===== src/rtl/commit_trace_unit.sv =====
// commit_trace_unit: checks PC-flow continuity of the commit stream, counts retired
// instructions and cycles, and buffers every commit into a FWFT trace FIFO.
`default_nettype none

module commit_trace_unit #(
  parameter int          DEPTH    = 8,
  parameter logic [31:0] RESET_PC = 32'h8000_0000,
  parameter int          CNT_W    = 32
) (
  input  logic                     clk,
  input  logic                     rst,
  input  logic                     clear_i,
  input  logic                     commit_i,
  input  logic [31:0]              commit_pc_i,
  input  logic [31:0]              commit_pre_pc_i,
  output logic                     trace_valid_o,
  input  logic                     trace_ready_i,
  output logic [31:0]              trace_pc_o,
  output logic [31:0]              trace_next_pc_o,
  output logic [CNT_W-1:0]         trace_seq_o,
  output logic                     trace_err_o,
  output logic [$clog2(DEPTH):0]   fifo_count_o,
  output logic                     overflow_o,
  output logic                     mismatch_o,
  output logic [31:0]              mismatch_pc_o,
  output logic [31:0]              mismatch_expect_o,
  output logic [CNT_W-1:0]         retired_cnt_o,
  output logic [CNT_W-1:0]         cycle_cnt_o
);

  localparam int            AW       = $clog2(DEPTH);
  localparam logic [AW:0]   C_DEPTH  = (AW+1)'(DEPTH);
  localparam logic [AW-1:0] C_PTR1   = AW'(1);
  localparam logic [CNT_W-1:0] C_CNT1 = CNT_W'(1);

  typedef enum logic [1:0] {
    S_SYNC = 2'd0,
    S_RUN  = 2'd1,
    S_ERR  = 2'd2
  } state_t;

  state_t state_q, state_d;

  logic [31:0]      expected_pc_q;
  logic [CNT_W-1:0] retired_q, cycle_q;
  logic             overflow_q, mismatch_q;
  logic [31:0]      mis_pc_q, mis_exp_q;

  logic [31:0]      mem_pc_q  [DEPTH];
  logic [31:0]      mem_npc_q [DEPTH];
  logic [CNT_W-1:0] mem_seq_q [DEPTH];
  logic             mem_err_q [DEPTH];
  logic [AW-1:0]    wr_ptr_q, rd_ptr_q;
  logic [AW:0]      count_q, count_d;

  logic w_commit, w_err, w_pop, w_push, w_capture;

  // A clear swallows any simultaneous commit or pop.
  assign w_commit  = commit_i && !clear_i;
  assign w_err     = (state_q != S_SYNC) && (commit_pc_i != expected_pc_q);
  assign w_pop     = (count_q != '0) && trace_ready_i && !clear_i;
  assign w_push    = w_commit && ((count_q < C_DEPTH) || w_pop);
  assign w_capture = w_commit && (state_q == S_RUN) && w_err;

  always_comb begin
    state_d = state_q;
    if (clear_i) begin
      state_d = S_SYNC;
    end else if (commit_i) begin
      case (state_q)
        S_SYNC:  state_d = S_RUN;
        S_RUN:   state_d = w_err ? S_ERR : S_RUN;
        default: state_d = S_ERR;
      endcase
    end
  end

  always_ff @(posedge clk or negedge rst) begin
    if (!rst) state_q <= S_RUN;
    else      state_q <= state_d;
  end

  always_comb begin
    count_d = count_q;
    case ({w_push, w_pop})
      2'b10:   count_d = count_q + (AW+1)'(1);
      2'b01:   count_d = count_q - (AW+1)'(1);
      default: count_d = count_q;
    endcase
  end

  always_ff @(posedge clk or negedge rst) begin
    if (!rst) begin
      expected_pc_q <= RESET_PC;
      retired_q     <= '0;
      cycle_q       <= '0;
      overflow_q    <= 1'b0;
      mismatch_q    <= 1'b0;
      mis_pc_q      <= '0;
      mis_exp_q     <= '0;
      wr_ptr_q      <= '0;
      rd_ptr_q      <= '0;
      count_q       <= '0;
      for (int i = 0; i < DEPTH; i++) begin
        mem_pc_q[i]  <= '0;
        mem_npc_q[i] <= '0;
        mem_seq_q[i] <= '0;
        mem_err_q[i] <= 1'b0;
      end
    end else if (clear_i) begin
      retired_q  <= '0;
      cycle_q    <= '0;
      overflow_q <= 1'b0;
      mismatch_q <= 1'b0;
      mis_pc_q   <= '0;
      mis_exp_q  <= '0;
      wr_ptr_q   <= '0;
      rd_ptr_q   <= '0;
      count_q    <= '0;
    end else begin
      if (cycle_q != '1) cycle_q <= cycle_q + C_CNT1;
      if (w_commit) begin
        expected_pc_q <= commit_pre_pc_i;
        if (retired_q != '1) retired_q <= retired_q + C_CNT1;
        if (!w_push) overflow_q <= 1'b1;
      end
      if (w_capture) begin
        mismatch_q <= 1'b1;
        mis_pc_q   <= commit_pc_i;
        mis_exp_q  <= expected_pc_q;
      end
      if (w_push) begin
        mem_pc_q[wr_ptr_q]  <= commit_pc_i;
        mem_npc_q[wr_ptr_q] <= commit_pre_pc_i;
        mem_seq_q[wr_ptr_q] <= retired_q;
        mem_err_q[wr_ptr_q] <= w_err;
        wr_ptr_q            <= wr_ptr_q + C_PTR1;
      end
      if (w_pop) rd_ptr_q <= rd_ptr_q + C_PTR1;
      count_q <= count_d;
    end
  end

  assign trace_valid_o     = (count_q != '0);
  assign trace_pc_o        = mem_pc_q[rd_ptr_q];
  assign trace_next_pc_o   = mem_npc_q[rd_ptr_q];
  assign trace_seq_o       = mem_seq_q[rd_ptr_q];
  assign trace_err_o       = mem_err_q[rd_ptr_q];
  assign fifo_count_o      = count_q;
  assign overflow_o        = overflow_q;
  assign mismatch_o        = mismatch_q;
  assign mismatch_pc_o     = mis_pc_q;
  assign mismatch_expect_o = mis_exp_q;
  assign retired_cnt_o     = retired_q;
  assign cycle_cnt_o       = cycle_q;

endmodule

`default_nettype wire


===== config.mk =====
export PLATFORM = sky130hd
export DESIGN_NAME = commit_trace_unit
export DESIGN_NICKNAME = d
export VERILOG_FILES = /design/src/rtl/commit_trace_unit.sv
export SDC_FILE = /design/constraint.sdc
export NUM_CORES = 1
export LEC_CHECK = 0
export BUFFER_PORTS_ARGS = -buffer_cell sky130_fd_sc_hd__buf_4
export CORE_ASPECT_RATIO = 1.2
export CORE_MARGIN = 5
export CORE_UTILIZATION = 60
export CTS_BUF_LIST = sky130_fd_sc_hd__clkbuf_16
export DETAILED_ROUTE_END_ITERATION = 8
export GPL_ROUTABILITY_DRIVEN = 0
export MAX_ROUTING_LAYER = met4
export PLACE_DENSITY = 0.87
export RECOVER_POWER = 25
export SLEW_MARGIN = 10
export SYNTH_ARGS = -nofsm -noshare
export SYNTH_HDL_FRONTEND = slang
export SYNTH_SLANG_ARGS = --single-unit

===== constraint.sdc =====
create_clock -name clk -period 3.9 [get_ports clk]
set_clock_uncertainty 0.1 [all_clocks]
set_input_delay 0.195 -clock clk [delete_from_list [all_inputs] [get_ports clk]]
set_output_delay 0.195 -clock clk [all_outputs]
set_load 0.005 [all_outputs]

**Word level (Yosys, flattened, before mapping)**

Cells that the tools add are included.

- Reductions and logical operators: 25
- $lt $le $gt $ge: 4
- $add $sub $neg: 6
- Bitwise operators: 3
- Equality and inequality tests: 7
- Multiplexer cells: 44

Operators with widths:

| operator | number |
|---|---|
| bitwise mux 256 bit | 3 |
| 2-to-1 mux 32 bit | 16 |
| binary-select mux 32 bit (select 3 bit) | 3 |
| demux 32 bit (select 3 bit) | 1 |
| adder 32 x 1 -> 32 bit (second input constant) | 2 |
| inequality test 32 bit (second input constant) | 2 |
| inequality test 32 bit | 1 |
| nonzero test 2 bit | 8 |
| 2-to-1 mux 3 bit | 4 |
| bitwise mux 8 bit | 1 |
| greater-or-equal comparator 4 bit (second input constant) | 2 |
| logical AND 1 bit | 8 |
| 2-to-1 mux 1 bit | 8 |
| NOT 3 -> 4 bit | 2 |
| case mux 4 bit (2 select lines) | 1 |
| AND reduction 2 bit | 4 |
| adder 3 x 1 -> 3 bit (second input constant) | 2 |
| 2-to-1 mux 2 bit | 3 |
| adder 4 x 1 -> 4 bit (second input constant) | 1 |
| equality test 2 x 1 -> 1 bit (second input constant) | 2 |
| less-than comparator 4 x 1 -> 1 bit (second input constant) | 1 |
| less-than comparator 4 bit (second input constant) | 1 |
| 2-to-1 mux 4 bit | 1 |
| case mux 2 bit (2 select lines) | 1 |
| 11 further kinds | 11 |

- Input port bits: 69
- Flip-flop bits (word level): 950
- Output and inout port bits: 232

**Depth between registers and ports, before layout**

Gate-level depths: netlist (run 1).

- Depth after elaboration: 8
- Gate-level depth with buffers: 9
- Gate-level depth less buffers: 8

**Worst setup path after synthesis (run 1)**

Ideal clock, no wire load.

- Path kind: register to register
- Start: register count_q[3] (netlist: fifo_count_o[3])
- End: register count_q[2] (netlist: fifo_count_o[2])
- Stages on the path, launching flop included: 10
- Library setup time: 99 ps
- Arrival: 2,159 ps
- Clock period less this slack: 2,358 ps
- Path slack: 1,542 ps
- Path through: dfrtp_1 buf_2 o41ai_2 nor3_1 xor2_1 ha_1 a31oi_1 xnor2_1 a221oi_1 a311oi_1

- Longest elaborated chain between the ends: 8
- Elaborated cells between the ends (all ways): 11
- Classes of those cells: order compare: 1; eq/ne: 2; mux: 2; reduce/logical: 6

Ends and longest elaborated chain:

| item | line | text |
|---|---|---|
| from (decl) | 54 | `logic [AW:0] count_q, count_d;` |
| from (signal assigned) | 140 | `count_q <= count_d;` |
| parallel branches: the longest is 8 deep, another holds less-than comparator 4 bit | - |  |

Several ways; the timed one is not identified.
A chain may end at the register's enable or synchronous reset.

**Worst setup path after layout (run 1)**

- Start: register rd_ptr_q[1]
- End: output trace_next_pc_o[8]

- Longest elaborated chain between the ends: 4

Ends and longest elaborated chain:

| item | line | text |
|---|---|---|
| from (decl) | 53 | `logic [AW-1:0] wr_ptr_q, rd_ptr_q;` |
| from (signal assigned) | 139 | `if (w_pop) rd_ptr_q <= rd_ptr_q + C_PTR1;` |
| NOT 3 -> 4 bit (implied by the code) | 146 | `assign trace_next_pc_o = mem_npc_q[rd_ptr_q];` |
| binary-select mux 32 bit (select 3 bit) | 146 |  |
| 2-to-1 mux 32 bit (implied by the code) (2 in series) | 146 |  |
| to (decl) | 19 | `output logic [31:0] trace_next_pc_o,` |

Every way passes these cells. The select of a mux whose other input is x is not followed.

==> results of run 1 <==
==> synthesized netlist by cell type, types with 3 or more instances <==
cell	n	area share (%)
and2_1	4	0.058
mux2_1	315	8.2
mux2_2	655	17
o211ai_1	4	0.070
mux4_2	194	10
nor2_1	32	0.28
nor4_1	9	0.13
nand3b_1	4	0.070
buf_2	92	1.1
o21ai_0	27	0.31
buf_4	9	0.16
a21oi_1	50	0.58
and3_1	5	0.073
xnor2_1	5	0.10
nor3_1	10	0.12
o21ai_1	16	0.19
o31ai_1	11	0.19
buf_1	22	0.19
xor2_1	43	0.87
nand4_1	15	0.22
and4_1	8	0.16
a21oi_2	5	0.10
dfrtp_1	948	55
ha_1	6	0.17
inv_1	9	0.078
mux2i_1	3	0.070
or4_1	12	0.21
clkbuf_1	113	0.98
a31oi_1	3	0.044
or3_1	39	0.57
nand2_1	35	0.30
nand3_1	23	0.27
nor2b_1	67	0.97
==> through the flow <==
stage,hold slack [ns],cell area [um2]
after floorplan,-0.201,43100
after global placement,0.184,46300
after detailed placement,0.201,46300
after CTS,0.00791,49900
after global routing,0.0155,49900
final,0.0333,49900
==> what timing repair did <==
| action | 4_1_cts | 5_1_grt |
|---|---|---|
| hold buffers | 67 | 0 |
| setup buffers | 0 | 0 |
| resized for setup | 0 | 0 |
| endpoints found under the hold margin | 661 | 0 |
| setup endpoints to repair | 0 | 0 |
==> worst paths after layout <==
check                      slack, ns            endpoint
setup / recovery                0.68  trace_next_pc_o[8]
hold / removal                  0.03          state_q[0]
hold reg to reg                 0.38       mem_pc_q[175]
max in group asynchronous       1.09       mem_pc_q[145]
setup reg to reg                0.81    mismatch_pc_o[4]
min in group asynchronous       0.07      mem_seq_q[238]
==> power groups by stage <==
stage               Clock [mW]  Combinational, mW  Sequential (mW)
finish                    8.91               5.45             11.9
global route              9.43               5.87             12.0
CTS                       9.00               5.52             11.9
detailed placement           0               5.41             12.0
global placement             0               5.25             11.9
floorplan                    0               3.47             11.7
==> logic make-up (layout without fill, tap and decap cells) <==
family | count (synthesis) | in the layout
fa+ha+maj | 6 | 6
xor+xnor | 48 | 48
mux | 1168 | 1168
other cells | 0 | 16
compound gates | 128 | 128
simple gates | 278 | 278
flops | 950 | 950
buf+inv | 248 | 602
==> final cells by class <==
class	count	area, um2
Fill cell	4286	21200
Timing Repair Buffer	425	3590
Inverter	10	37.5
Sequential cell	950	23800
Clock inverter	73	632
Multi-Input combinational cell	1628	18300
Tap cell	926	1160
Antenna cell	16	40.0
Clock buffer	94	2350
==> sequential cells by signal, indices dropped and copies added (netlist names), 2 cells and up <==
register,cells
mem_npc_q,256
state_q,2
mem_seq_q,256
mismatch_expect_o,32
mismatch_pc_o,32
wr_ptr_q,3
retired_cnt_o,32
rd_ptr_q,3
fifo_count_o,4
expected_pc_q,32
cycle_cnt_o,32
mem_err_q,8
mem_pc_q,256
==> cells in the final DEF, fill, tap and decap left out, types with 6 or more instances in the layout <==
cell type / netlist / routed
nand3_1: 23 / 22
and4_1: 8 / 8
clkbuf_16: 0 / 94
nor4_1: 9 / 9
nor2b_1: 67 / 66
mux4_2: 194 / 194
dfrtp_1: 948 / 945
or3_1: 39 / 39
mux2_2: 655 / 655
clkinv_2: 0 / 17
clkbuf_1: 113 / 6
o31ai_1: 11 / 11
ha_1: 6 / 6
inv_1: 9 / 34
a21oi_1: 50 / 50
nand4_1: 15 / 15
buf_12: 1 / 21
o21ai_0: 27 / 27
buf_4: 9 / 325
diode_2: 0 / 16
clkinv_1: 0 / 14
bufinv_16: 0 / 11
nor2_1: 32 / 31
or4_1: 12 / 12
nand2_1: 35 / 34
xor2_1: 43 / 43
dlygate4sd3_1: 0 / 67
o21ai_1: 16 / 16
nor3_1: 10 / 10
mux2_1: 315 / 315
==> routing by layer <==
| metal | wire [um] | vias to the layer above | GRT usage [%] |
|---|---|---|---|
| met5 | 0 | - | - |
| met4 | 5710 | 0 | 14.0 |
| met3 | 5930 | 304 | 4.32 |
| met2 | 55800 | 933 | 47.3 |
| met1 | 42600 | 14000 | 37.6 |
| li1 | - | 11000 | - |
==> worst min-delay path: stages <==
cell and delay, ns:
buf_4 0.13, nor2_1 0.17, a22o_1 0.27
==> flow_summary.yaml, run 1 <==
sta:
  slew-limit-headroom_pct: -33.6
  setup_viol: 0
  rsz0062_at_grt: "false"
  hold_viol: 0
  post-route-min-period_ns: 3.22
  worstMarginPinSlew_ns: 2.00
  fmax_mhz: 310
  slew_viol_final: 422
  finalSetupTns_ns: 0
  postLayoutSetupSlackWorst_ns: 0.678
  post-route-period-util_pct: 82.6
synthesis:
  synth_cell_types: 60
  yosys_register_bits: 950
  ys_seq_area_share_pct: 55.1
  yosysWarningCount: 0
  synthXorXnorAreaFrac_pct: 0.975
  synth_area_mm2: 0.0431
  synth-simple-area-share_pct: 3.79
  synthCells: 2826
  syn_nets: 2901
  async_flop_share_pct: 100
  yosys-mux-area-fraction_pct: 35.6
  synth-compound-area-share_pct: 1.78
  syn_avg_cell_area_um2: 15.3
  synth_edf_count: 0
  synthAdderAreaFrac_pct: 0.174
  ys.flop_type: "dfrtp_1"
  synth_top_family_by_area: "multiplexers"
worst_setup_path:
  critical-path-max-stage-delay_ns: 0.97
  crit_family: "flip-flops"
  startpoint_type: "flip-flop"
  path_class: "reg2out"
  timing.rr.start: "expected_pc_q[6]"
  r2r_cells: 6
  cp.buffers_inverters: 2
  end_kind: "primary output"
  cp.arrival_ns: 2.93
  crit_required_ns: 3.61
  crit_slowest_cell: "dfrtp_4"
  critPathLaunch: "rd_ptr_q[1]"
  worstPathCellList: "buf_12 > mux4_2 > mux2_2 > buf_4"
  critPathMaxFanout: 47
  cp.depth: 4
routing:
  postRouteAntennaNets: 0
  viasPerCell: 6.35
  initialDrtViolationCount: 2003
  routed_wl_mm: 110
  first_pass_iters: 5
  drc: 0
  wire_per_inst_um: 26.7
  num_vias: 26200
global_route:
  grt_pass1_wl_mm: 174
  antenna_found_initial: 17
  grtUsageTotal_pct: 29.6
  overflow: 0
  grt_max_degree: 97
  first_global_vias: 29200
placed_design:
  dp_cells: 3872
  portBuffers: 300
  post-place-ws_ns: 0.933
  hpwl_mm: 67.7
layout:
  syn2layout_area_growth_pct: 15.7
  fin_nets: 3181
  fin_cells: 4122
  utilization_pct: 70.2
  layout-drive-gt1-share_pct: 42.8
worst_hold_path:
  min_path_type: "in2reg"
  whs_path_depth: 3
  hp-start: "clear_i"
clocking:
  cts_sinks: 950
  htree_levels: 3
  cts_buffers: 91
  insertion_delay_ns: 0.65
  clockBufferDepth: 3
  cts_tree: "done"
  clkTransAtPathRegs_ns: 0.06
  cts-root-buf: "clkbuf_16"
power:
  power_mw: 26.3
  power_per_cell_area_mw_per_mm2: 527
  seqPwrFrac_pct: 45.3
  vdd_drop_max_mv: 0.372
  p_int_mw: 19.3
  pwr-share-clk_pct: 33.9
  swShare_pct: 26.6
  p_switching_mw: 7.00
  leakage_nw: 23.6
  pwr-share-comb_pct: 20.7
floorplan:
  coreArea_mm2: 0.0711
  chipWidth_um: 255
  num_rows: 107
  start_util_pct: 60.6
  pin_count: 301
  die_h_um: 304
  die_area_mm2: 0.0773
outcome:
  failed_checks: "max-capacitance violations, max-slew violations"
  status: "finished with violations"
flow_run:
  maxCapViolations: 6
No activity file was read; power rests on OpenSTA's default activity.
==> run 2, diff against run 1 <==
clock period = 3 ns   (was 3.9 ns; I/O delays follow)
==> flow_summary.yaml, run 2 (synthesis results as in run 1) <==
global_route:
  antenna_found_initial: 12
  overflow: 0
  grtUsageTotal_pct: 29.8
  grt_pass1_wl_mm: 175
  first_global_vias: 29300
  grt_max_degree: 116
worst_setup_path:
  crit_path_frequent_cell: "buf_4"
  critPathLaunch: "rd_ptr_q[0]"
  crit_required_ns: 2.75
  critical-path-max-stage-delay_ns: 0.55
  timing.rr.start: "expected_pc_q[17]"
  cp.depth: 5
  worstPathCellList: "buf_12 > buf_4 > mux4_2 > mux2_2 > buf_4"
  worst-r2r-setup-slack_ns: 0.10
  crit_family: "multiplexers"
  crit_slowest_cell: "mux4_2"
  r2r-end: "mismatch_pc_o[6]"
  cp.arrival_ns: 2.70
  cp-endpoint: "trace_pc_o[21]"
  cp.buffers_inverters: 3
  startpoint_type: "flip-flop"
  critPathMaxFanout: 22
  path_class: "reg2out"
  end_kind: "primary output"
  r2r_cells: 7
routing:
  viasPerCell: 6.37
  initialDrtViolationCount: 1719
  first_pass_iters: 5
  num_vias: 26400
  routed_wl_mm: 110
  drc: 0
  wire_per_inst_um: 26.7
  postRouteAntennaNets: 0
placed_design:
  post-place-ws_ns: 0.210
  hpwl_mm: 68.7
  place_area_mm2: 0.0467
  portBuffers: 300
layout:
  num-fill-cells: 4270
  final_area_mm2: 0.0502
  register_area_mm2: 0.0238
  multiInputGateArea_mm2: 0.0183
  layout-drive-gt1-share_pct: 43.1
  reg.largest.list: "mem_npc_q (256), mem_pc_q (256), mem_seq_q (256)"
  final_cell_mix: "dfrtp_1, mux2_2, buf_4"
  syn2layout_area_growth_pct: 16.4
  layout_commonest_cell: "dfrtp_1"
  utilization_pct: 70.6
  fin_nets: 3208
floorplan:
  die_area_mm2: 0.0773
  chipWidth_um: 255
  start_util_pct: 60.6
  pin_count: 301
  num_rows: 107
  die_h_um: 304
  coreArea_mm2: 0.0711
clocking:
  htree_levels: 3
  cts_buffers: 91
  clockBufferDepth: 3
  insertion_delay_ns: 0.65
  postCtsSetupBuffers: 0
  cts_tree: "done"
  cts-root-buf: "clkbuf_16"
  clkTransAtPathRegs_ns: 0.06
  cts_sinks: 950
outcome:
  status: "finished with violations"
  failed_checks: "max-capacitance violations, max-slew violations"
power:
  leakage_nw: 23.7
  vdd_drop_max_mv: 0.573
  pwr-share-comb_pct: 21.9
  swShare_pct: 27.0
  p_int_mw: 24.6
  seqPwrFrac_pct: 45.6
  p_switching_mw: 9.11
  power_per_cell_area_mw_per_mm2: 672
  pwr-share-clk_pct: 32.5
sta:
  post-route-min-period_ns: 2.95
  hold_viol: 0
  postLayoutSetupSlackWorst_ns: 0.0529
  slew_viol_final: 105
  slew-limit-headroom_pct: -58.4
  worstMarginPinSlew_ns: 2.38
  rsz0062_at_grt: "true"
  fmax_mhz: 339
  post-route-period-util_pct: 98.2
  setup_viol: 0
worst_hold_path:
  min_path_type: "in2reg"
flow_run:
  maxCapViolations: 2
[run 2: metal layers]
metal | up-vias | track usage, % | part of all wire [%]
met4 | 0 | 13.4 | 4.8
met3 | 296 | 4.52 | 5.8
li1 | 11000 | - | -
met2 | 932 | 47.8 | 51
met1 | 14100 | 38.0 | 39
met5 | - | - | 0
[run 2: layout make-up]
| class | count | area share (%) |
|---|---|---|
| Clock buffer | 92 | 4.59 |
| Timing Repair Buffer | 452 | 8.10 |
| Tap cell | 926 | 2.31 |
| Inverter | 10 | 0.0748 |
| Multi-Input combinational cell | 1628 | 36.5 |
| Antenna cell | 11 | 0.0549 |
| Clock inverter | 72 | 0.975 |
| Sequential cell | 950 | 47.4 |
[run 2: power by group through the flow]
stage / combinational [mW] / sequential (mW) / clock (mW)
final: 7.38 / 15.4 / 11.0
after global routing: 7.94 / 15.5 / 11.6
after CTS: 7.41 / 15.3 / 11.1
after detailed placement: 7.25 / 15.6 / 0
after global placement: 7.01 / 15.4 / 0
after floorplan: 4.51 / 15.2 / 0
[run 2: how the worst min path moves through the flow]
stage	cells past startpoint	startpoint	to	slack, ns
final	3	commit_pc_i[6]	mem_pc_q[230]	0.27
after global routing	3	commit_pc_i[26]	mem_pc_q[90]	0.27
after CTS	2	rst	mem_seq_q[236]	0.03
after detailed placement	1	rst	mem_seq_q[108]	0.12
after global placement	1	rst	mem_seq_q[108]	0.12
after floorplan	0	rst	cycle_cnt_o[0]	-0.25
[run 2: per-stage QoR]
step	std cells	hold slack [ns]	TNS, ns	power [mW]
finish	4141	0.271	0	33.7
global placement	3898	0.121	0	22.4
detailed placement	3898	0.121	0	22.8
CTS	4130	0.0290	0	33.8
floorplan	2826	-0.246	0	19.7
global route	4141	0.272	-0.582	35.1
[run 2: repair_timing]
item / CTS / global route
cloned: 0 / 0
resized for setup: 1 / 15
endpoints found under the hold margin: 1070 / 0
endpoints found under the setup margin: 1 / 45
hold buffers: 68 / 0
[run 2: worst register-to-register path, stage by stage, from the launching register on]
cell,delay [ns]
dfrtp_1,0.40
xor2_1,0.18
nor4_1,0.50
buf_4,0.21
nand4_1,0.19
o211ai_1,0.50
buf_12,0.30
mux2_1,0.40
==> run 3, diff against run 2 <==
GPL_TIMING_DRIVEN = 0   (was default)
==> flow_summary.yaml, run 3 (synthesis results as in run 1) <==
outcome:
  status: "finished with violations"
  failed_checks: "max-capacitance violations, max-slew violations, negative setup slack"
sta:
  post-route-period-util_pct: 100
  worstMarginPinSlew_ns: 1.68
  setup_viol: 1
  slew-limit-headroom_pct: -11.7
  hold_viol: 0
  postLayoutSetupSlackWorst_ns: -0.000315
  post-route-min-period_ns: 3.00
  fmax_mhz: 333
  slew_viol_final: 38
worst_setup_path:
  crit_required_ns: 3.42
  end_kind: "flip-flop"
  startpoint_type: "flip-flop"
  worst-r2r-setup-slack_ns: -0.0003
  cp.arrival_ns: 3.42
  path_class: "reg2reg"
  r2r_cells: 8
  timing.rr.start: "fifo_count_o[3]"
  critPathMaxFanout: 10
  r2r-end: "mem_pc_q[140]"
layout:
  fin_cells: 4271
  final_cell_mix: "dfrtp_1, mux2_2, mux2_1"
  syn2layout_area_growth_pct: 16.8
  reg.largest.list: "mem_npc_q (256), mem_pc_q (256), mem_seq_q (256)"
  multiInputGateArea_mm2: 0.0183
  layout_commonest_cell: "dfrtp_1"
  layout-drive-gt1-share_pct: 42.0
  num-fill-cells: 4286
  fin_nets: 3334
  register_area_mm2: 0.0238
global_route:
  grt_max_degree: 120
  overflow: 0
  busiest_layer: "met2"
  met2_usage_pct: 49.4
  grt_use_met3_pct: 5.56
  grt_pass1_wl_mm: 180
  first_global_vias: 29800
  met1_usage_pct: 38.8
  grtUsageTotal_pct: 31.0
  antenna_found_initial: 13
floorplan:
  start_util_pct: 60.6
  coreArea_mm2: 0.0711
  die_area_mm2: 0.0773
  chipWidth_um: 255
  num_rows: 107
  pin_count: 301
  die_h_um: 304
power:
  power_mw: 34.6
  vdd_drop_max_mv: 0.570
  leakage_nw: 23.8
  power_per_cell_area_mw_per_mm2: 688
routing:
  wire_per_inst_um: 27.5
  initialDrtViolationCount: 2078
  num_vias: 27300
  viasPerCell: 6.40
  drc: 0
  routed_wl_mm: 117
  postRouteAntennaNets: 0
  first_pass_iters: 6
clocking:
  clkTransAtPathRegs_ns: 0.06
  cts_sinks: 950
  cts_tree: "done"
  insertion_delay_ns: 0.66
  cts-root-buf: "clkbuf_16"
  htree_levels: 3
  cts_buffers: 93
  clockBufferDepth: 3
worst_hold_path:
  whs_path_depth: 2
  hp-start: "commit_pc_i[9]"
  hold_path_end: "mem_pc_q[201]"
  min_path_type: "in2reg"
placed_design:
  post-place-ws_ns: -0.908
  hpwl_mm: 78.9
  portBuffers: 268
  dp_cells: 4029
flow_run:
  maxCapViolations: 1
[run 3: cell count changes in the layout (fill, tap and decap cells not counted), sizes merged]
cell,previous run,this run
buf,367,280
bufinv,5,9
clkbuf,109,344
clkdlybuf4s25,0,1
clkinv,44,39
clkinvlp,4,2
diode,11,12
dlygate4sd3,68,47
dlymetal6s2s,0,1
inv,29,32
[run 3: worst max-delay path, stage by stage (launching register included)]
cell	delay [ns]
dfrtp_1	0.38
buf_2	0.17
nand2_1	0.19
and3_1	0.19
clkbuf_1	0.23
nand3b_1	0.55
buf_4	0.44
buf_2	0.25
mux2_1	0.36
[run 3: area by class of cell]
| class | count | area share [%] |
|---|---|---|
| diodes | 12 | 0.0596 |
| plain buffers | 235 | 2.52 |
| clock buffers | 97 | 4.82 |
| clock inverters | 72 | 1.11 |
| inverters | 10 | 0.0745 |
| multi-input cells | 1628 | 36.3 |
| flip-flops and latches | 950 | 47.2 |
| well taps | 926 | 2.30 |
| repair buffers | 341 | 5.59 |
[run 3: power breakdown]
part	internal, mW	switching, mW
combinational	4.14	3.49
sequential	14.4	0.973
clock	6.60	4.99
total	25.2	9.46
[run 3: routing by layer]
| metal | routed length (um) | vias to the layer above |
|---|---|---|
| li1 | - | 11300 |
| met4 | 6360 | 0 |
| met1 | 43700 | 14500 |
| met2 | 59400 | 1189 |
| met3 | 7950 | 328 |
| met5 | 0 | - |
[run 3: worst max path at each step]
stage	cells past startpoint	endpoint	slack [ns]	start
after detailed placement	8	mismatch_pc_o[20]	-0.91	commit_pc_i[8]
final	8	mem_pc_q[140]	-0.0003	fifo_count_o[3]
after global placement	1	mem_pc_q[140]	-8.34	rst
after global routing	4	trace_pc_o[3]	-0.03	rd_ptr_q[2]
after CTS	5	trace_seq_o[20]	0.003	rd_ptr_q[1]
after floorplan	9	fifo_count_o[2]	0.64	fifo_count_o[3]
[run 3: repair_timing]
item / 4_1_cts / 5_1_grt
pin swaps: 2 / 2
cloned: 0 / 1
resized for setup: 88 / 14
hold endpoints to repair: 625 / 0
endpoints found under the setup margin: 351 / 273
hold buffers: 50 / 0
setup buffers: 7 / 6
[run 3: stage by stage]
step | hold WS (ns) | instance area, um2 | TNS [ns] | util [%]
2_1_floorplan | -0.246 | 43100 | 0 | -
3_3_place_gp | 0.337 | 46300 | -7834.54 | 65.1
3_5_place_dp | 0.0733 | 46500 | -125.84 | 65.5
4_1_cts | 0.00160 | 50400 | 0 | 70.9
5_1_grt | 0.0268 | 50400 | -0.0541 | 70.9
6_report | 0.0332 | 50400 | -0.000315 | 70.9
